===== src/rtl/fifo_sync_param_if.sv =====
// rtl/fifo_sync_param_if.sv - handshake bundle between a FIFO user and fifo_sync_param
interface fifo_sync_param_if #(
   parameter int DATA_WIDTH = 8,
   parameter int ADDR_WIDTH = 5
);
   logic                  wr_en;
   logic [DATA_WIDTH-1:0] data_in;
   logic                  rd_en;
   logic                  clr_err;
   logic [DATA_WIDTH-1:0] data_out;
   logic                  full;
   logic                  empty;
   logic                  almost_full;
   logic                  almost_empty;
   logic [ADDR_WIDTH:0]   count;
   logic                  overflow;
   logic                  underflow;

   // user side: issues requests, observes status
   modport master (
      output wr_en, data_in, rd_en, clr_err,
      input  data_out, full, empty, almost_full, almost_empty, count, overflow, underflow
   );

   // FIFO side: accepts requests, reports status
   modport slave (
      input  wr_en, data_in, rd_en, clr_err,
      output data_out, full, empty, almost_full, almost_empty, count, overflow, underflow
   );
endinterface


===== src/rtl/fifo_sync_param.sv =====
// rtl/fifo_sync_param.sv - parametrised single-clock FIFO with thresholds, sticky errors and FWFT option
module fifo_sync_param #(
   parameter int DATA_WIDTH = 8,
   parameter int ADDR_WIDTH = 5,
   parameter int DEPTH      = 32,
   parameter int AF_LEVEL   = 28,
   parameter int AE_LEVEL   = 4,
   parameter bit FWFT       = 1'b0
) (
   input logic              clk,
   input logic              rst,
   fifo_sync_param_if.slave bus
);
   localparam int CW = ADDR_WIDTH + 1;
   localparam logic [ADDR_WIDTH-1:0] LAST_PTR = ADDR_WIDTH'(DEPTH - 1);
   localparam logic [CW-1:0]         DEPTH_C  = CW'(DEPTH);
   localparam logic [CW-1:0]         AF_C     = CW'(AF_LEVEL);
   localparam logic [CW-1:0]         AE_C     = CW'(AE_LEVEL);

   logic [DATA_WIDTH-1:0] mem [DEPTH];
   logic [ADDR_WIDTH-1:0] wr_ptr;
   logic [ADDR_WIDTH-1:0] rd_ptr;
   logic [CW-1:0]         count_q;
   logic [CW-1:0]         count_nxt;
   logic                  full_q;
   logic                  empty_q;
   logic                  af_q;
   logic                  ae_q;
   logic                  ovf_q;
   logic                  unf_q;
   logic                  wr_acc;
   logic                  rd_acc;
   logic                  ovf_set;
   logic                  unf_set;

   // Pointers wrap at DEPTH-1 explicitly so DEPTH need not be a power of two
   function automatic logic [ADDR_WIDTH-1:0] ptr_inc(input logic [ADDR_WIDTH-1:0] p);
      return (p == LAST_PTR) ? '0 : p + 1'b1;
   endfunction

   // A read on a full FIFO frees the slot the simultaneous write lands in
   assign wr_acc  = bus.wr_en & (~full_q | bus.rd_en);
   assign rd_acc  = bus.rd_en & ~empty_q;
   assign ovf_set = bus.wr_en & full_q & ~bus.rd_en;
   assign unf_set = bus.rd_en & empty_q;

   // Next fill level; a simultaneous accepted read and write cancel out
   always_comb begin
      count_nxt = count_q;
      if (wr_acc && !rd_acc) begin
         count_nxt = count_q + 1'b1;
      end else if (rd_acc && !wr_acc) begin
         count_nxt = count_q - 1'b1;
      end
   end

   // Level and flags registered from the next-state count so they always agree
   always_ff @(posedge clk) begin
      if (rst) begin
         count_q <= '0;
         full_q  <= 1'b0;
         empty_q <= 1'b1;
         af_q    <= 1'b0;
         ae_q    <= 1'b1;
      end else begin
         count_q <= count_nxt;
         full_q  <= (count_nxt == DEPTH_C);
         empty_q <= (count_nxt == '0);
         af_q    <= (count_nxt >= AF_C);
         ae_q    <= (count_nxt <= AE_C);
      end
   end

   // Read and write pointers advance only on accepted transfers
   always_ff @(posedge clk) begin
      if (rst) begin
         wr_ptr <= '0;
         rd_ptr <= '0;
      end else begin
         if (wr_acc) begin
            wr_ptr <= ptr_inc(wr_ptr);
         end
         if (rd_acc) begin
            rd_ptr <= ptr_inc(rd_ptr);
         end
      end
   end

   // Sticky error flags; a new error in the clearing cycle keeps its flag set
   always_ff @(posedge clk) begin
      if (rst) begin
         ovf_q <= 1'b0;
         unf_q <= 1'b0;
      end else begin
         ovf_q <= ovf_set | (ovf_q & ~bus.clr_err);
         unf_q <= unf_set | (unf_q & ~bus.clr_err);
      end
   end

   // Storage array, deliberately not reset; words left behind are simply unreachable
   always_ff @(posedge clk) begin
      if (wr_acc && !rst) begin
         mem[wr_ptr] <= bus.data_in;
      end
   end

   generate
      if (FWFT) begin : g_fwft
         // Head word presented combinationally; forced to zero while nothing is stored
         assign bus.data_out = empty_q ? '0 : mem[rd_ptr];
      end else begin : g_std
         logic [DATA_WIDTH-1:0] dout_q;

         // Registered read; holds the last popped word on idle or rejected reads
         always_ff @(posedge clk) begin
            if (rst) begin
               dout_q <= '0;
            end else if (rd_acc) begin
               dout_q <= mem[rd_ptr];
            end
         end

         assign bus.data_out = dout_q;
      end
   endgenerate

   assign bus.count        = count_q;
   assign bus.full         = full_q;
   assign bus.empty        = empty_q;
   assign bus.almost_full  = af_q;
   assign bus.almost_empty = ae_q;
   assign bus.overflow     = ovf_q;
   assign bus.underflow    = unf_q;
endmodule


===== src/flat_wrapper.sv =====
// flat-port wrapper written by rule: the top's interface ports become plain ports
module fifo_sync_param_flat 
#(
   parameter int DATA_WIDTH = 8,
   parameter int ADDR_WIDTH = 5,
   parameter int DEPTH      = 32,
   parameter int AF_LEVEL   = 28,
   parameter int AE_LEVEL   = 4,
   parameter bit FWFT       = 1'b0
)
  (clk, rst, bus_wr_en, bus_data_in, bus_rd_en, bus_clr_err, bus_data_out, bus_full, bus_empty, bus_almost_full, bus_almost_empty, bus_count, bus_overflow, bus_underflow);
  fifo_sync_param_if #(.DATA_WIDTH(DATA_WIDTH), .ADDR_WIDTH(ADDR_WIDTH)) bus_i ();
  input logic clk;
  input logic rst;
  input wire logic [$bits(bus_i.wr_en)-1:0] bus_wr_en;
  input wire logic [$bits(bus_i.data_in)-1:0] bus_data_in;
  input wire logic [$bits(bus_i.rd_en)-1:0] bus_rd_en;
  input wire logic [$bits(bus_i.clr_err)-1:0] bus_clr_err;
  output wire logic [$bits(bus_i.data_out)-1:0] bus_data_out;
  output wire logic [$bits(bus_i.full)-1:0] bus_full;
  output wire logic [$bits(bus_i.empty)-1:0] bus_empty;
  output wire logic [$bits(bus_i.almost_full)-1:0] bus_almost_full;
  output wire logic [$bits(bus_i.almost_empty)-1:0] bus_almost_empty;
  output wire logic [$bits(bus_i.count)-1:0] bus_count;
  output wire logic [$bits(bus_i.overflow)-1:0] bus_overflow;
  output wire logic [$bits(bus_i.underflow)-1:0] bus_underflow;
  assign bus_i.wr_en = bus_wr_en;
  assign bus_i.data_in = bus_data_in;
  assign bus_i.rd_en = bus_rd_en;
  assign bus_i.clr_err = bus_clr_err;
  assign bus_data_out = bus_i.data_out;
  assign bus_full = bus_i.full;
  assign bus_empty = bus_i.empty;
  assign bus_almost_full = bus_i.almost_full;
  assign bus_almost_empty = bus_i.almost_empty;
  assign bus_count = bus_i.count;
  assign bus_overflow = bus_i.overflow;
  assign bus_underflow = bus_i.underflow;
  fifo_sync_param #(.DATA_WIDTH(DATA_WIDTH), .ADDR_WIDTH(ADDR_WIDTH), .DEPTH(DEPTH), .AF_LEVEL(AF_LEVEL), .AE_LEVEL(AE_LEVEL), .FWFT(FWFT)) u_core (.clk(clk), .rst(rst), .bus(bus_i));
endmodule

===== config.mk =====
export PLATFORM = sky130hd
export DESIGN_NAME = fifo_sync_param_flat
export DESIGN_NICKNAME = d
export VERILOG_FILES = /design/src/rtl/fifo_sync_param_if.sv /design/src/rtl/fifo_sync_param.sv /design/src/flat_wrapper.sv
export SDC_FILE = /design/constraint.sdc
export NUM_CORES = 1
export LEC_CHECK = 0
export ABC_AREA = 1
export BUFFER_PORTS_ARGS = -buffer_cell sky130_fd_sc_hd__buf_2
export CELL_PAD_IN_SITES_DETAIL_PLACEMENT = 0
export CELL_PAD_IN_SITES_GLOBAL_PLACEMENT = 2
export CORE_MARGIN = 4
export CORE_UTILIZATION = 40
export DETAILED_ROUTE_END_ITERATION = 8
export PLACE_DENSITY = 0.86
export SLEW_MARGIN = 20
export SYNTH_ARGS = -nofsm -noshare
export SYNTH_HDL_FRONTEND = slang
export SYNTH_SLANG_ARGS = --single-unit

===== constraint.sdc =====
create_clock -name clk -period 3.85 [get_ports clk]
set_input_delay 0.1925 -clock clk [delete_from_list [all_inputs] [get_ports clk]]
set_output_delay 0.1925 -clock clk [all_outputs]
set_load 0.02 [all_outputs]

# Yosys cells after proc, flatten, opt, wreduce, memory -nomap -nowiden
# Memory sizes are Yosys's and may differ from the RTL's. A register that Yosys moved wholly into a read port is not among the register bits.
# Index checks and enable logic that the tools add are counted.
# totals
regBits,22
latchBits,0
ram_bits,256
mem_bits_ro,0
inputBits,13
elab_cells,46
n_memories,1
# classes
n_addsub,4
multipliers,0
div,0
order_cmp,2
n_eq_ne,3
shifts,0
n_mux,6
bitwise,14
reduce_logical,7
# mem_list
name,words,width,rd,rd_clocked_by_memory_dff,wr,line,text
u_core.mem,32,8,1,1,1,fifo_sync_param.sv:20,logic [DATA_WIDTH-1:0] mem [DEPTH];
# op_table
op,count
$mux W6,2
$add A5 B1 Y5 const B,2
$eq A5 B5 Y1 const B,2
$mux W5,2
$and A1 B1 Y1,7
$add A6 B1 Y6 const B,1
$eq A6 B6 Y1 const B,1
$ge A6 B5 Y1 const B,1
$le A6 B3 Y1 const B,1
$logic_not A6 Y1,1
$sub A6 B1 Y6 const B,1
$not A1 Y1,4
$logic_and A1 B1 Y1,3
$logic_not A1 Y1,3
$or A1 B1 Y1,3
$mux W1,2

# Logic depth before layout (Yosys ltp)
# depth
ltp_word,8
ltp_mapped,13

# Least setup slack after synthesis
# OpenSTA, ideal clock, no wires.
# synth_path
kind,in2reg
start,input port rst
end,"memory u_core.mem[28][0], enable pin"
t_arrival_ps,1306
setup_slack_ps,2174
path_stages,5
path_buffers,2
path_cell_list,clkbuf_1 inv_1 clkbuf_1 nand4_1 nor2_1
# synth_via
elab_chain_cells,4
# synth_lines
element,line,text
from (decl),flat_wrapper.sv:14,input logic rst;
$logic_not A1 Y1,fifo_sync_param.sv:102,if (wr_acc && !rst) begin
$logic_and A1 B1 Y1,fifo_sync_param.sv:102,
$mux W1,fifo_sync_param.sv:102,
$mux W1 (implied by the code),fifo_sync_param.sv:103,mem[wr_ptr] <= bus.data_in;
to (decl),fifo_sync_param.sv:20,
# Every way passes these cells.

==> flow_metrics.py <==
metrics = {
    "setup_path": {
        "cp-start-kind": "flip-flop",
        "r2r-end": "u_core.bus.data_out[5]$_SDFFE_PP0P_",
        "r2r_start": "u_core.rd_ptr[3]$_SDFFE_PP0P_",
        "setup.worst_path.class": "reg2reg",
        "rrSetupSlack_ps": 1640,
        "rr_worst_depth": 8,
        "worstPathArrival_ps": 2660,
        "crit_path_max_fanout": 16,
        "cp_data_required_time_ps": 4300,
        "critPathCaptureType": "flip-flop",
    },
    "sta": {
        "fmax_mhz": 452,
        "worst_pin_slew_ps": 956,
        "setup_viol": 0,
        "skew_ps": 15.8,
        "fin_crit_sh_pct": 57.4,
        "min_period_ps": 2210,
        "slew_headroom_pct": 36.2,
        "setup_slack_ps": 1640,
        "rsz0062_at_grt": "no",
        "hold_viol": 0,
        "maxSlewViolCount": 0,
        "fin_tns_setup_ps": 0,
    },
    "global_route": {
        "grt_overflow": 0,
        "antenna_found_initial": 2,
        "grt_pass1_wl_um": 48200,
        "grt_start_max_net_pins": 100,
        "track_usage_pct": 19.0,
        "grt_pass1_vias": 7922,
    },
    "outcome": {
        "status": "finished clean",
    },
    "route": {
        "ant_nets": 0,
        "vias": 8083,
        "routedWlPerCell_um": 20.0,
        "drt_wl_total_um": 31300,
        "drc_errors": 0,
        "via_per_inst": 5.15,
        "first_pass_iters": 5,
        "drt_iter0_markers": 633,
    },
    "synth": {
        "synth-seq-area-share_pct": 69.0,
        "postSynthAreaPerCell_um2": 10.6,
        "synth_top_area_share_pct": 64.0,
        "synth_cell_type_count": 31,
        "syn-instance-count": 1130,
        "yosys-top-cells-area": "edfxtp_1, nand2_1, nand3_1",
        "yosysTopAreaCell": "edfxtp_1",
        "ys_ff_latch": 286,
        "syn-cell-area_um2": 12000,
        "yosysWarnings": 0,
        "syn_nets": 1152,
    },
    "power_and_ir_drop": {
        "power.density_nw_per_um2": 523,
        "ir_drop_mv": 0.367,
        "cellLeakagePower_nw": 5.15,
    },
    "clock_tree": {
        "clock_sinks": 286,
        "clock_path_buffers": 3,
        "post_cts_buffers": 0,
        "post_cts_resized": 0,
        "cts_root_buf": "clkbuf_16",
        "clk_latency_ps": 560,
        "clkTransAtPathRegs_ps": 60,
        "cts-buffers-inserted": 31,
        "htree_levels": 1,
        "cts_tree": "done",
    },
    "die": {
        "start_util_pct": 40.5,
        "die-area_um2": 32900,
        "ios": 33,
        "die_h_um": 181,
        "core.rowCount": 63,
        "coreArea_um2": 29600,
        "fp.dieW_um": 181,
    },
    "cells_and_area": {
        "diodes": 0,
        "syn_to_final_growth_pct": 13.1,
        "nNetsFinal": 1176,
        "final_layout_size_suffix_gt1_share_pct": 9.33,
        "fin_cells": 1569,
    },
    "placed_design": {
        "gp_congestion": 0.809,
        "dp_cells": 1506,
        "io_buffers": 32,
        "dp_hpwl_um": 19500,
        "pre_cts_slack_ps": 1590,
    },
    "worst_hold_path": {
        "hp-class": "in2reg",
        "hp-start": "bus_rd_en",
        "hold_path_depth": 3,
        "hold_end": "u_core.rd_ptr[4]$_SDFFE_PP0P_",
    },
    "flow_run": {
        "maxCapViolCount": 0,
    },
}
[cells in the final DEF (no fill, tap or decap), drive strengths merged]
cell type    count
nand3          177
clkinvlp         1
dlygate4sd3      5
clkinv          18
bufinv           6
nor3             3
and2             1
nand2b           1
ha               9
edfxtp         256
nor3b            1
a31oi            1
dfxtp           30
a21oi           36
or2              1
buf             41
xor2             2
nor2            86
nor4             1
inv             50
nand4            9
o21ai            8
clkbuf          34
o211ai           6
nand2          396
[sequential cells by signal, indices dropped and copies added (netlist names)]
name                     count
u_core.bus.data_out          8
u_core.bus.underflow         1
u_core.mem                 256
u_core.wr_ptr                5
u_core.bus.empty             1
u_core.bus.almost_full       1
u_core.rd_ptr                5
u_core.bus.full              1
u_core.bus.overflow          1
u_core.bus.almost_empty      1
u_core.bus.count             6
[final cells by class]
class,count,area (µm²)
sequential,286,8290
fill,2782,16100
clock inverter,24,274
timing repair buffer,46,290
inverter,51,193
tap,390,488
multi-input combinational,738,3250
clock buffer,34,787
[what timing repair did]
action                                  4_1_cts  5_1_grt
endpoints found under the hold margin         6        0
endpoints found under the setup margin        0        0
hold buffers                                  5        0
[worst max path at each step]
stage | from | to | cells past startpoint
2_1_floorplan | rst | u_core.mem[28][0]$_DFFE_PP_ | 5
3_3_place_gp | u_core.rd_ptr[1]$_SDFFE_PP0P_ | u_core.bus.data_out[7]$_SDFFE_PP0P_ | 9
3_5_place_dp | bus_rd_en | u_core.mem[17][2]$_DFFE_PP_ | 7
4_1_cts | u_core.rd_ptr[1]$_SDFFE_PP0P_ | u_core.bus.data_out[6]$_SDFFE_PP0P_ | 9
5_1_grt | u_core.rd_ptr[1]$_SDFFE_PP0P_ | u_core.bus.data_out[0]$_SDFFE_PP0P_ | 9
6_report | u_core.rd_ptr[3]$_SDFFE_PP0P_ | u_core.bus.data_out[5]$_SDFFE_PP0P_ | 8
[cells in the mapped netlist]
master	n
a21oi_1	36
a31oi_1	1
and2_4	1
buf_1	4
buf_2	26
buf_4	8
buf_6	1
clkbuf_1	16
clkinv_1	1
dfxtp_1	30
edfxtp_1	256
ha_1	9
inv_1	44
inv_2	6
nand2_1	389
nand2_2	5
nand2_4	2
nand2b_1	1
nand3_1	176
nand3_2	1
nand4_1	9
nor2_1	84
nor2_4	2
nor3_1	3
nor3b_1	1
nor4_1	1
o211ai_1	6
o21ai_0	5
o21ai_1	3
or2_2	1
xor2_1	2
[power breakdown]
part	leakage, nW	total [mW]	internal [mW]	switching (mW)
clock	0.526	3.06	1.87	1.19
sequential	2.55	3.45	3.41	0.0330
combinational	2.07	0.596	0.157	0.438
total	5.15	7.10	5.44	1.66
[per-layer routing]
layer | vias to the layer above | track usage, % | share of wire [%]
met1 | 3928 | 25.8 | 43
met2 | 222 | 33.1 | 50
met5 | - | 0 | 0
met3 | 37 | 2.56 | 4.9
met4 | 0 | 3.45 | 1.7
li1 | 3896 | - | -
[critical path, stage by stage (launching register included)]
cell and delay [ps]:
dfxtp_1 720, inv_1 360, buf_4 310, a21oi_1 230, nand3_1 100, nand3_1 150, nand3_1 110, nand2_1 70
inv_1 30
[metrics by stage]
stage | power (mW) | cell area [µm²] | util, % | hold WS (ps)
6_report | 7.10 | 13600 | 45.8 | 57.3
5_1_grt | 7.38 | 13600 | 45.8 | 61.0
4_1_cts | 7.16 | 13600 | 45.8 | 29.6
3_5_place_dp | 4.11 | 12500 | 42.1 | 454
3_3_place_gp | 4.11 | 12500 | 42.1 | 454
2_1_floorplan | 3.88 | 12000 | - | 291
[kinds of logic (layout without fill, tap and decap cells)]
kind of cell / after synthesis / after routing / share of synthesized area, %
buffers and inverters: 106 / 155 / 3.90
AOI/OAI and AO/OA: 51 / 51 / 2.26
DFF: 286 / 286 / 69.0
and+or+nand+nor: 676 / 676 / 23.7
adders and majority gates: 9 / 9 / 0.938
xor gates and xnor gates: 2 / 2 / 0.146
Power figures use the tool's default switching activity.
